## config.mk

```make
export PLATFORM = sky130hd
export DESIGN_NAME = safe_lock_ctrl_flat
export DESIGN_NICKNAME = d
export VERILOG_FILES = /design/src/rtl/safe_lock_ctrl_if.sv /design/src/rtl/safe_lock_ctrl.sv /design/src/flat_wrapper.sv
export SDC_FILE = /design/constraint.sdc
export NUM_CORES = 1
export LEC_CHECK = 0
export ABC_AREA = 1
export BUFFER_PORTS_ARGS = -buffer_cell sky130_fd_sc_hd__buf_4
export CAP_MARGIN = 10
export CORE_MARGIN = 2
export CORE_UTILIZATION = 60
export DETAILED_ROUTE_END_ITERATION = 8
export GPL_TIMING_DRIVEN = 1
export PLACE_DENSITY = 0.81
export SYNTH_ARGS = -nofsm -noshare
export SYNTH_HDL_FRONTEND = slang
export SYNTH_SLANG_ARGS = --single-unit
```

## constraint.sdc

```tcl
create_clock -name clk -period 4 [get_ports clk]
set_input_delay 0.6 -clock clk [delete_from_list [all_inputs] [get_ports clk]]
set_output_delay 0.6 -clock clk [all_outputs]
set_load 0.005 [all_outputs]
```

## src/rtl/safe_lock_ctrl_if.sv

```systemverilog
// Code-entry handshake, serial bit stream to the unlock mechanism, and the
// mechanism's Moore status outputs, bundled for safe_lock_ctrl.
interface safe_lock_ctrl_if;
  logic       code_valid;
  logic [3:0] code_data;
  logic       code_ready;
  logic       ser_val;
  logic       ser_data;
  logic       mech_out_val;
  logic       mech_out_data;

  modport master (
    output code_valid, code_data, mech_out_val, mech_out_data,
    input  code_ready, ser_val, ser_data
  );

  modport slave (
    input  code_valid, code_data, mech_out_val, mech_out_data,
    output code_ready, ser_val, ser_data
  );
endinterface

```

## src/rtl/safe_lock_ctrl.sv

```systemverilog
// Safe lock controller: serialises a 4-bit code to the unlock mechanism, tracks
// failures/lockout and resyncs the mechanism. Optional alarm: SAFE_LOCK_ALARM_EN.
module safe_lock_ctrl #(
  parameter int unsigned UNLOCK_CYCLES  = 16,
  parameter int unsigned LOCKOUT_CYCLES = 64,
  parameter int unsigned MAX_FAILS      = 3
) (
  input  logic                   clk,
  input  logic                   rst,
  safe_lock_ctrl_if.slave        bus,
  output logic                   unlocked,
  output logic                   lockout,
  output logic [1:0]             fail_cnt,
  output logic                   err
`ifdef SAFE_LOCK_ALARM_EN
  ,
  input  logic                   alarm_clr,
  output logic                   alarm
`endif
);

  localparam int unsigned MAX_T     = (UNLOCK_CYCLES > LOCKOUT_CYCLES) ? UNLOCK_CYCLES
                                                                       : LOCKOUT_CYCLES;
  localparam int unsigned TW        = $clog2(MAX_T) + 1;
  localparam int unsigned FW        = 3;
  localparam int unsigned FLUSH_MAX = 4;

  typedef enum logic [2:0] {
    S_FLUSH_CHK, S_FLUSH_TX, S_IDLE, S_SEND, S_EVAL, S_UNLOCK, S_LOCKOUT, S_ERROR
  } state_e;

  state_e          state_q, state_d;
  logic [3:0]      code_q, code_d;
  logic [1:0]      bit_q, bit_d;
  logic [TW-1:0]   timer_q, timer_d;
  logic [FW-1:0]   flush_q, flush_d;
  logic [1:0]      fail_q, fail_d;
  logic            code_ready_q, code_ready_d;
  logic            ser_val_q, ser_val_d;
  logic            ser_data_q, ser_data_d;
  logic            unlocked_q, unlocked_d;
  logic            lockout_q, lockout_d;
  logic            err_q, err_d;
`ifdef SAFE_LOCK_ALARM_EN
  logic            alarm_q, alarm_d;
`endif

  // Next state plus outputs decoded from the next state, so outputs track state.
  always_comb begin
    state_d    = state_q;
    code_d     = code_q;
    bit_d      = bit_q;
    timer_d    = '0;
    flush_d    = flush_q;
    fail_d     = fail_q;
    ser_data_d = 1'b0;
`ifdef SAFE_LOCK_ALARM_EN
    alarm_d    = alarm_q;
`endif

    case (state_q)
      S_FLUSH_CHK: begin
        if (!bus.mech_out_val) begin
          state_d = S_IDLE;
          flush_d = '0;
        end else if (flush_q == FW'(FLUSH_MAX)) begin
          state_d = S_ERROR;
        end else begin
          state_d = S_FLUSH_TX;
          flush_d = flush_q + FW'(1);
        end
      end
      S_FLUSH_TX: state_d = S_FLUSH_CHK;
      S_IDLE: begin
        if (bus.code_valid) begin
          state_d    = S_SEND;
          code_d     = bus.code_data;
          bit_d      = '0;
          ser_data_d = bus.code_data[3];
        end
      end
      // code_q shifts left so bit [2] always holds the next bit to send.
      S_SEND: begin
        if (bit_q == 2'd3) begin
          state_d = S_EVAL;
        end else begin
          bit_d      = bit_q + 2'd1;
          ser_data_d = code_q[2];
          code_d     = {code_q[2:0], 1'b0};
        end
      end
      S_EVAL: begin
        if (bus.mech_out_data) begin
          state_d = S_UNLOCK;
          fail_d  = '0;
        end else begin
          fail_d  = (fail_q >= 2'(MAX_FAILS)) ? fail_q : fail_q + 2'd1;
          state_d = (fail_d == 2'(MAX_FAILS)) ? S_LOCKOUT : S_FLUSH_CHK;
        end
      end
      S_UNLOCK: begin
        if (timer_q == TW'(UNLOCK_CYCLES - 1)) state_d = S_FLUSH_CHK;
        else                                   timer_d = timer_q + TW'(1);
      end
      S_LOCKOUT: begin
        if (timer_q == TW'(LOCKOUT_CYCLES - 1)) begin
          state_d = S_FLUSH_CHK;
          fail_d  = '0;
        end else begin
          timer_d = timer_q + TW'(1);
        end
      end
      S_ERROR: state_d = S_ERROR;
      default: state_d = S_ERROR;
    endcase

`ifdef SAFE_LOCK_ALARM_EN
    // Set wins over clear; ERROR forces every non-fail_cnt output low.
    if (state_q == S_EVAL && state_d == S_LOCKOUT) alarm_d = 1'b1;
    else if (alarm_clr)                            alarm_d = 1'b0;
    if (state_d == S_ERROR)                        alarm_d = 1'b0;
`endif

    code_ready_d = (state_d == S_IDLE);
    ser_val_d    = (state_d == S_SEND) || (state_d == S_FLUSH_TX);
    unlocked_d   = (state_d == S_UNLOCK);
    lockout_d    = (state_d == S_LOCKOUT);
    err_d        = (state_d == S_ERROR);
  end

  always_ff @(posedge clk or posedge rst) begin
    if (rst) begin
      state_q      <= S_FLUSH_CHK;
      code_q       <= '0;
      bit_q        <= '0;
      timer_q      <= '0;
      flush_q      <= '0;
      fail_q       <= '0;
      code_ready_q <= 1'b0;
      ser_val_q    <= 1'b0;
      ser_data_q   <= 1'b0;
      unlocked_q   <= 1'b0;
      lockout_q    <= 1'b0;
      err_q        <= 1'b0;
`ifdef SAFE_LOCK_ALARM_EN
      alarm_q      <= 1'b0;
`endif
    end else begin
      state_q      <= state_d;
      code_q       <= code_d;
      bit_q        <= bit_d;
      timer_q      <= timer_d;
      flush_q      <= flush_d;
      fail_q       <= fail_d;
      code_ready_q <= code_ready_d;
      ser_val_q    <= ser_val_d;
      ser_data_q   <= ser_data_d;
      unlocked_q   <= unlocked_d;
      lockout_q    <= lockout_d;
      err_q        <= err_d;
`ifdef SAFE_LOCK_ALARM_EN
      alarm_q      <= alarm_d;
`endif
    end
  end

  assign bus.code_ready = code_ready_q;
  assign bus.ser_val    = ser_val_q;
  assign bus.ser_data   = ser_data_q;
  assign unlocked       = unlocked_q;
  assign lockout        = lockout_q;
  assign fail_cnt       = fail_q;
  assign err            = err_q;
`ifdef SAFE_LOCK_ALARM_EN
  assign alarm          = alarm_q;
`endif

endmodule

```

## src/flat_wrapper.sv

```systemverilog
// flat-port wrapper written by rule: the top's interface ports become plain ports
module safe_lock_ctrl_flat 
#(
  parameter int unsigned UNLOCK_CYCLES  = 16,
  parameter int unsigned LOCKOUT_CYCLES = 64,
  parameter int unsigned MAX_FAILS      = 3
)
  (clk, rst, unlocked, lockout, fail_cnt, err, bus_code_valid, bus_code_data, bus_mech_out_val, bus_mech_out_data, bus_code_ready, bus_ser_val, bus_ser_data);
  safe_lock_ctrl_if bus_i ();
  input  logic clk;
  input  logic rst;
  output logic unlocked;
  output logic lockout;
  output logic [1:0] fail_cnt;
  output logic err;
  input wire logic [$bits(bus_i.code_valid)-1:0] bus_code_valid;
  input wire logic [$bits(bus_i.code_data)-1:0] bus_code_data;
  input wire logic [$bits(bus_i.mech_out_val)-1:0] bus_mech_out_val;
  input wire logic [$bits(bus_i.mech_out_data)-1:0] bus_mech_out_data;
  output wire logic [$bits(bus_i.code_ready)-1:0] bus_code_ready;
  output wire logic [$bits(bus_i.ser_val)-1:0] bus_ser_val;
  output wire logic [$bits(bus_i.ser_data)-1:0] bus_ser_data;
  assign bus_i.code_valid = bus_code_valid;
  assign bus_i.code_data = bus_code_data;
  assign bus_i.mech_out_val = bus_mech_out_val;
  assign bus_i.mech_out_data = bus_mech_out_data;
  assign bus_code_ready = bus_i.code_ready;
  assign bus_ser_val = bus_i.ser_val;
  assign bus_ser_data = bus_i.ser_data;
  safe_lock_ctrl #(.UNLOCK_CYCLES(UNLOCK_CYCLES), .LOCKOUT_CYCLES(LOCKOUT_CYCLES), .MAX_FAILS(MAX_FAILS)) u_core (.clk(clk), .rst(rst), .bus(bus_i), .unlocked(unlocked), .lockout(lockout), .fail_cnt(fail_cnt), .err(err));
endmodule
```

==> Word level (Yosys, flattened, before mapping) <==
Index checks and enable logic that the tools add are counted.
{ "classes": {"order_cmp": 1, "n_mux": 27, "reduce_logical": 7, "eq_ne": 22, "addsub": 4} }
{ "op_table": {"columns": ["cell", "count"], "rows": [
  ["2-to-1 mux 3 bit", 12],
  ["== test 3 bit (second input constant)", 8],
  ["case mux 3 bit (8 select lines)", 1],
  ["2-to-1 mux 7 bit", 2],
  ["case mux 7 bit (2 select lines)", 1],
  ["== test 3 x 2 -> 1 bit (second input constant)", 4],
  ["2-to-1 mux 2 bit", 5],
  ["case mux 2 bit (2 select lines)", 2],
  ["adder 7 x 1 -> 7 bit (second input constant)", 1],
  ["== test 7 x 4 -> 1 bit (second input constant)", 1],
  ["== test 7 x 6 -> 1 bit (second input constant)", 1],
  ["== test 3 x 1 -> 1 bit (second input constant)", 2],
  ["!= test 2 bit (second input constant)", 3],
  ["case mux 3 bit (2 select lines)", 1],
  ["adder 2 x 1 -> 2 bit (second input constant)", 2],
  ["== test 2 bit (second input constant)", 2],
  ["AND reduction 2 bit", 2],
  ["nonzero test 2 bit", 2],
  ["adder 3 x 1 -> 3 bit (second input constant)", 1],
  ["logical NOT 3 bit", 1],
  ["AND reduction 3 bit", 1],
  ["greater-or-equal comparator 2 bit (second input constant)", 1],
  ["2-to-1 mux 1 bit", 2],
  ["!= test 2 x 1 -> 1 bit (second input constant)", 1],
  ["other kinds (2)", 2]
]} }
{ "word_totals": {"in_bits": 9, "register_bits": 26, "output_inout_bits": 8} }

==> Longest topological paths before layout <==
{ "logic_depth": {"depth_word": 8, "mapped_depth": 9, "depth_no_buf": 9} }

==> Worst setup path before layout <==
Ideal clock, no wire load.
{ "synth_timing": {"kind": "flip-flop to flip-flop", "from": "register u_core.timer_q[0]", "to": "register u_core.err_q, in the netlist u_core.err", "n_path_buf": 0, "setup_slack_ns": 2.611, "synth_period_minus_slack_ns": 1.389, "path_stages_with_launch": 9, "arrival_time_ns": 1.263, "path_cell_list": "dfrtp_1 ha_1 nand3_2 inv_1 nand2_1 nand2_1 nand2_1 o21ai_0 nor2_1"} }
{ "synth_between": {"elab_chain_cells": 4, "word_cells_on_any_way": 6, "classes_between": "eq/ne (3); mux (3)"} }
{ "synth_lines": {"columns": ["element", "line_no", "text"], "rows": [
  ["start, declared", "safe_lock_ctrl.sv:35", "logic [TW-1:0] timer_q, timer_d;"],
  ["start signal, assigned", "safe_lock_ctrl.sv:152", "timer_q <= timer_d;"],
  ["== test 7 x 6 -> 1 bit or == test 7 x 4 -> 1 bit (tied branches)", "safe_lock_ctrl.sv:106, safe_lock_ctrl.sv:102", null],
  ["2-to-1 mux 3 bit (on tied branches)", "safe_lock_ctrl.sv:106, safe_lock_ctrl.sv:102", null],
  ["case mux 3 bit (8 select lines) *", "safe_lock_ctrl.sv:61", "case (state_q)"],
  ["== test 3 bit *", "safe_lock_ctrl.sv:128", "err_d = (state_d == S_ERROR);"],
  ["via u_core.err_d", "safe_lock_ctrl.sv:43", "logic err_q, err_d;"],
  ["end signal, assigned", "safe_lock_ctrl.sv:160", "err_q <= err_d;"],
  ["end, declared", "safe_lock_ctrl.sv:43", null]
]} }
The timed path passes the listed nets; every way through them passes the cells marked *.
A chain may end at the register's enable or synchronous reset.

==> Final worst setup path <==
{ "layout_timing": {"from": "register u_core.timer_q[0]", "to": "register u_core.lockout_q, in the netlist u_core.lockout"} }
{ "layout_between": {"elab_chain_cells": 4, "word_cells_on_any_way": 6, "classes_between": "eq/ne (3); mux (3)"} }
{ "layout_lines": {"columns": ["element", "line_no", "text"], "rows": [
  ["== test 7 x 6 -> 1 bit or == test 7 x 4 -> 1 bit (tied branches)", "safe_lock_ctrl.sv:106, safe_lock_ctrl.sv:102", null],
  ["2-to-1 mux 3 bit (on tied branches)", "safe_lock_ctrl.sv:106, safe_lock_ctrl.sv:102", null],
  ["case mux 3 bit (8 select lines) *", "safe_lock_ctrl.sv:61", null],
  ["== test 3 bit *", "safe_lock_ctrl.sv:127", "lockout_d = (state_d == S_LOCKOUT);"],
  ["via u_core.lockout_d", "safe_lock_ctrl.sv:42", "logic lockout_q, lockout_d;"],
  ["end signal, assigned", "safe_lock_ctrl.sv:159", "lockout_q <= lockout_d;"],
  ["end, declared", "safe_lock_ctrl.sv:42", null]
]} }
Marks and branches as above.

==> metrics <==
Die Width 50.6 um; commonest cells after routing, fill and taps aside nand2_1 (34), inv_1 (26), dfrtp_1 (26); Critical Path Source Type flip-flop; GRT overflow 0; vias in the first global route 1030; post-cts sizing count 0; post-synthesis cell type count 26; Worst Max-Slew Pin Slew 946 ps; largest net degree at the start of global routing 27; max frequency 626 MHz; CP Capture Type flip-flop; share of cells above drive strength 1 18.4%; DR vias 1060; Slew HR 36.9%; total core area 2000 um^2; Pwr Density 263 nW/um^2; Total GRT Usage 23.9%; depth of the worst register-to-register path 8; post-synthesis async set-or-reset flop share 100%; syn nets 169; DR iter-0 viols 27; detailed placement HPWL 1950 um; Static Leakage 0.786 nW; Port Buffer Count 16; Max clock buf depth 2; die height 50.6 um; RSZ-0062 raised after global routing false; row count 16; clock sink count 26; Post-Synthesis Cell Area 1300 um^2; Max Cap Violations 0; final period utilization 39.9%; DR WL/cell 12.5 um; post-route ant nets 0; Mapped Cells 156; DRC 0; skew final 7.47 ps; diode count 0; TritonCTS buffer count 3; post-route cell area 1470 um^2; crit path max fanout 4; post-layout min period 1600 ps; Core Util, Final 73.5%; full die area 2560 um^2; hold slack 480 ps; final WL 2520 um; r2r endpoint u_core.lockout$_DFF_PP0_; VDD IR max 0.000223 V; critical path type reg2reg; Initial Utilization 65.1%; Max Slew Vio Count 0; TritonCTS clock tree built; Clock Latency Late Sink 320 ps; gpl congestion 0.834; status finished, final reports clean; class of the worst hold path in2async; Post-synth EDFFs 0; nets@finish 189; Critical Path Start u_core.timer_q[0]$_DFF_PP0_; YS warnings 0; Top-Level Pins 17; FF-to-FF Start u_core.timer_q[0]$_DFF_PP0_; fillers 164; first-pass GRT wire length 4570 um; CP Capture Point u_core.lockout$_DFF_PP0_; Worst Path Required 4210 ps; CTS Root Cell clkbuf_4; register bit total from synthesis 26; Syn Area/Cell 8.35 um^2; Tot Pwr 0.387 mW; H-tree levels 1; commonest non-fill, non-tap cell in the layout nand2_1; vias per cell 5.27; Post-CTS Setup Bufs 0; setup total negative slack 0 ps; Area Growth Syn to Fin 13.0%; # hold bufs at CTS 0; Arrival @ worst endpoint 1810 ps; # setup viols final 0; post-synthesis sequential area ratio 50.0%; placement-stage cell area 1450 um^2; final count of hold timing violations 0; clock-pin slew on the worst setup and hold paths 140 ps; antenna violations before repair 0; TritonRoute pass-1 iters 4; Post-synth top flop dfrtp_1; R2R setup slack 2400 ps
-- per-stage QoR --
| stage | worst slack, ps | instances |
|---|---|---|
| global placement | 2450 | 198 |
| CTS | 2400 | 201 |
| global route | 2190 | 201 |
| detailed placement | 2410 | 198 |
| floorplan | 2610 | 156 |
| finish | 2400 | 201 |
-- per-layer routing --
| layer | GRT usage, % | vias up | wire (um) |
|---|---|---|---|
| li1 | - | 536 | - |
| met1 | 31.6 | 494 | 1150 |
| met2 | 39.5 | 27 | 1240 |
| met3 | 4.17 | 3 | 111 |
| met4 | 8.56 | 0 | 19 |
| met5 | 0 | - | 0 |
-- where the power goes --
part | total [mW] | switching [mW] | internal, mW | leakage, nW
Sequential | 0.263 | 0 | 0.263 | 0.311
Clock | 0.110 | 0.0750 | 0.0353 | 0.0138
Combinational | 0.0137 | 0.00795 | 0.00578 | 0.461
-- critical path, stage by stage (launching register included) --
cell	delay, ps
dfrtp_1	420
ha_1	220
nand3_2	130
inv_1	100
nand2_1	80
nand2_1	130
nand2_1	110
o21ai_0	240
nor2_1	80
-- synth_stat cells, types with 3 or more instances --
library cell,instances,share of area (%)
a21oi_1,6,2.3
dfrtp_1,26,50
ha_1,4,3.8
inv_1,26,7.5
nand2_1,34,9.8
nand2_2,3,1.4
nand3_1,8,3.1
nor2_1,16,4.6
o21ai_0,11,4.2
-- registers in the layout, indices dropped and copies added (netlist names) --
name	flops
u_core.flush_q	3
u_core.lockout	1
u_core.timer_q	7
u_core.bus.ser_data	1
u_core.err	1
u_core.bit_q	2
u_core.code_q	3
u_core.bus.ser_val	1
u_core.unlocked	1
u_core.state_q	3
u_core.fail_cnt	2
u_core.bus.code_ready	1
-- how the worst min path moves through the flow --
stage | start | to | slack (ps)
global placement | u_core.bit_q[1]$_DFFE_PP0P_ | u_core.bit_q[1]$_DFFE_PP0P_ | 460
floorplan | u_core.bit_q[1]$_DFFE_PP0P_ | u_core.bit_q[1]$_DFFE_PP0P_ | 450
finish | rst | u_core.state_q[0]$_DFF_PP0_ | 480
global route | u_core.timer_q[0]$_DFF_PP0_ | u_core.timer_q[0]$_DFF_PP0_ | 530
CTS | u_core.timer_q[0]$_DFF_PP0_ | u_core.timer_q[0]$_DFF_PP0_ | 500
detailed placement | u_core.bit_q[1]$_DFFE_PP0P_ | u_core.bit_q[1]$_DFFE_PP0P_ | 470
-- kinds of logic (layout without fill, tap and decap cells) --
family	after synthesis	in the layout	synth area share [%]
simple gates	70	70	24.8
buf+inv	28	46	8.36
compound gates	27	27	12.4
flops	26	26	50.0
fa+ha+maj	4	4	3.84
xor+xnor	1	1	0.673
-- layout make-up --
cell class / instances / area, um^2 / share of cell area, %
Clock buffer: 3 / 22.5 / 1.53
Sequential cell: 26 / 651 / 44.2
Tap cell: 27 / 33.8 / 2.30
Inverter: 27 / 101 / 6.89
Multi-Input combinational cell: 102 / 543 / 36.9
Timing Repair Buffer: 16 / 120 / 8.16
(Power assumes the default switching activity.)
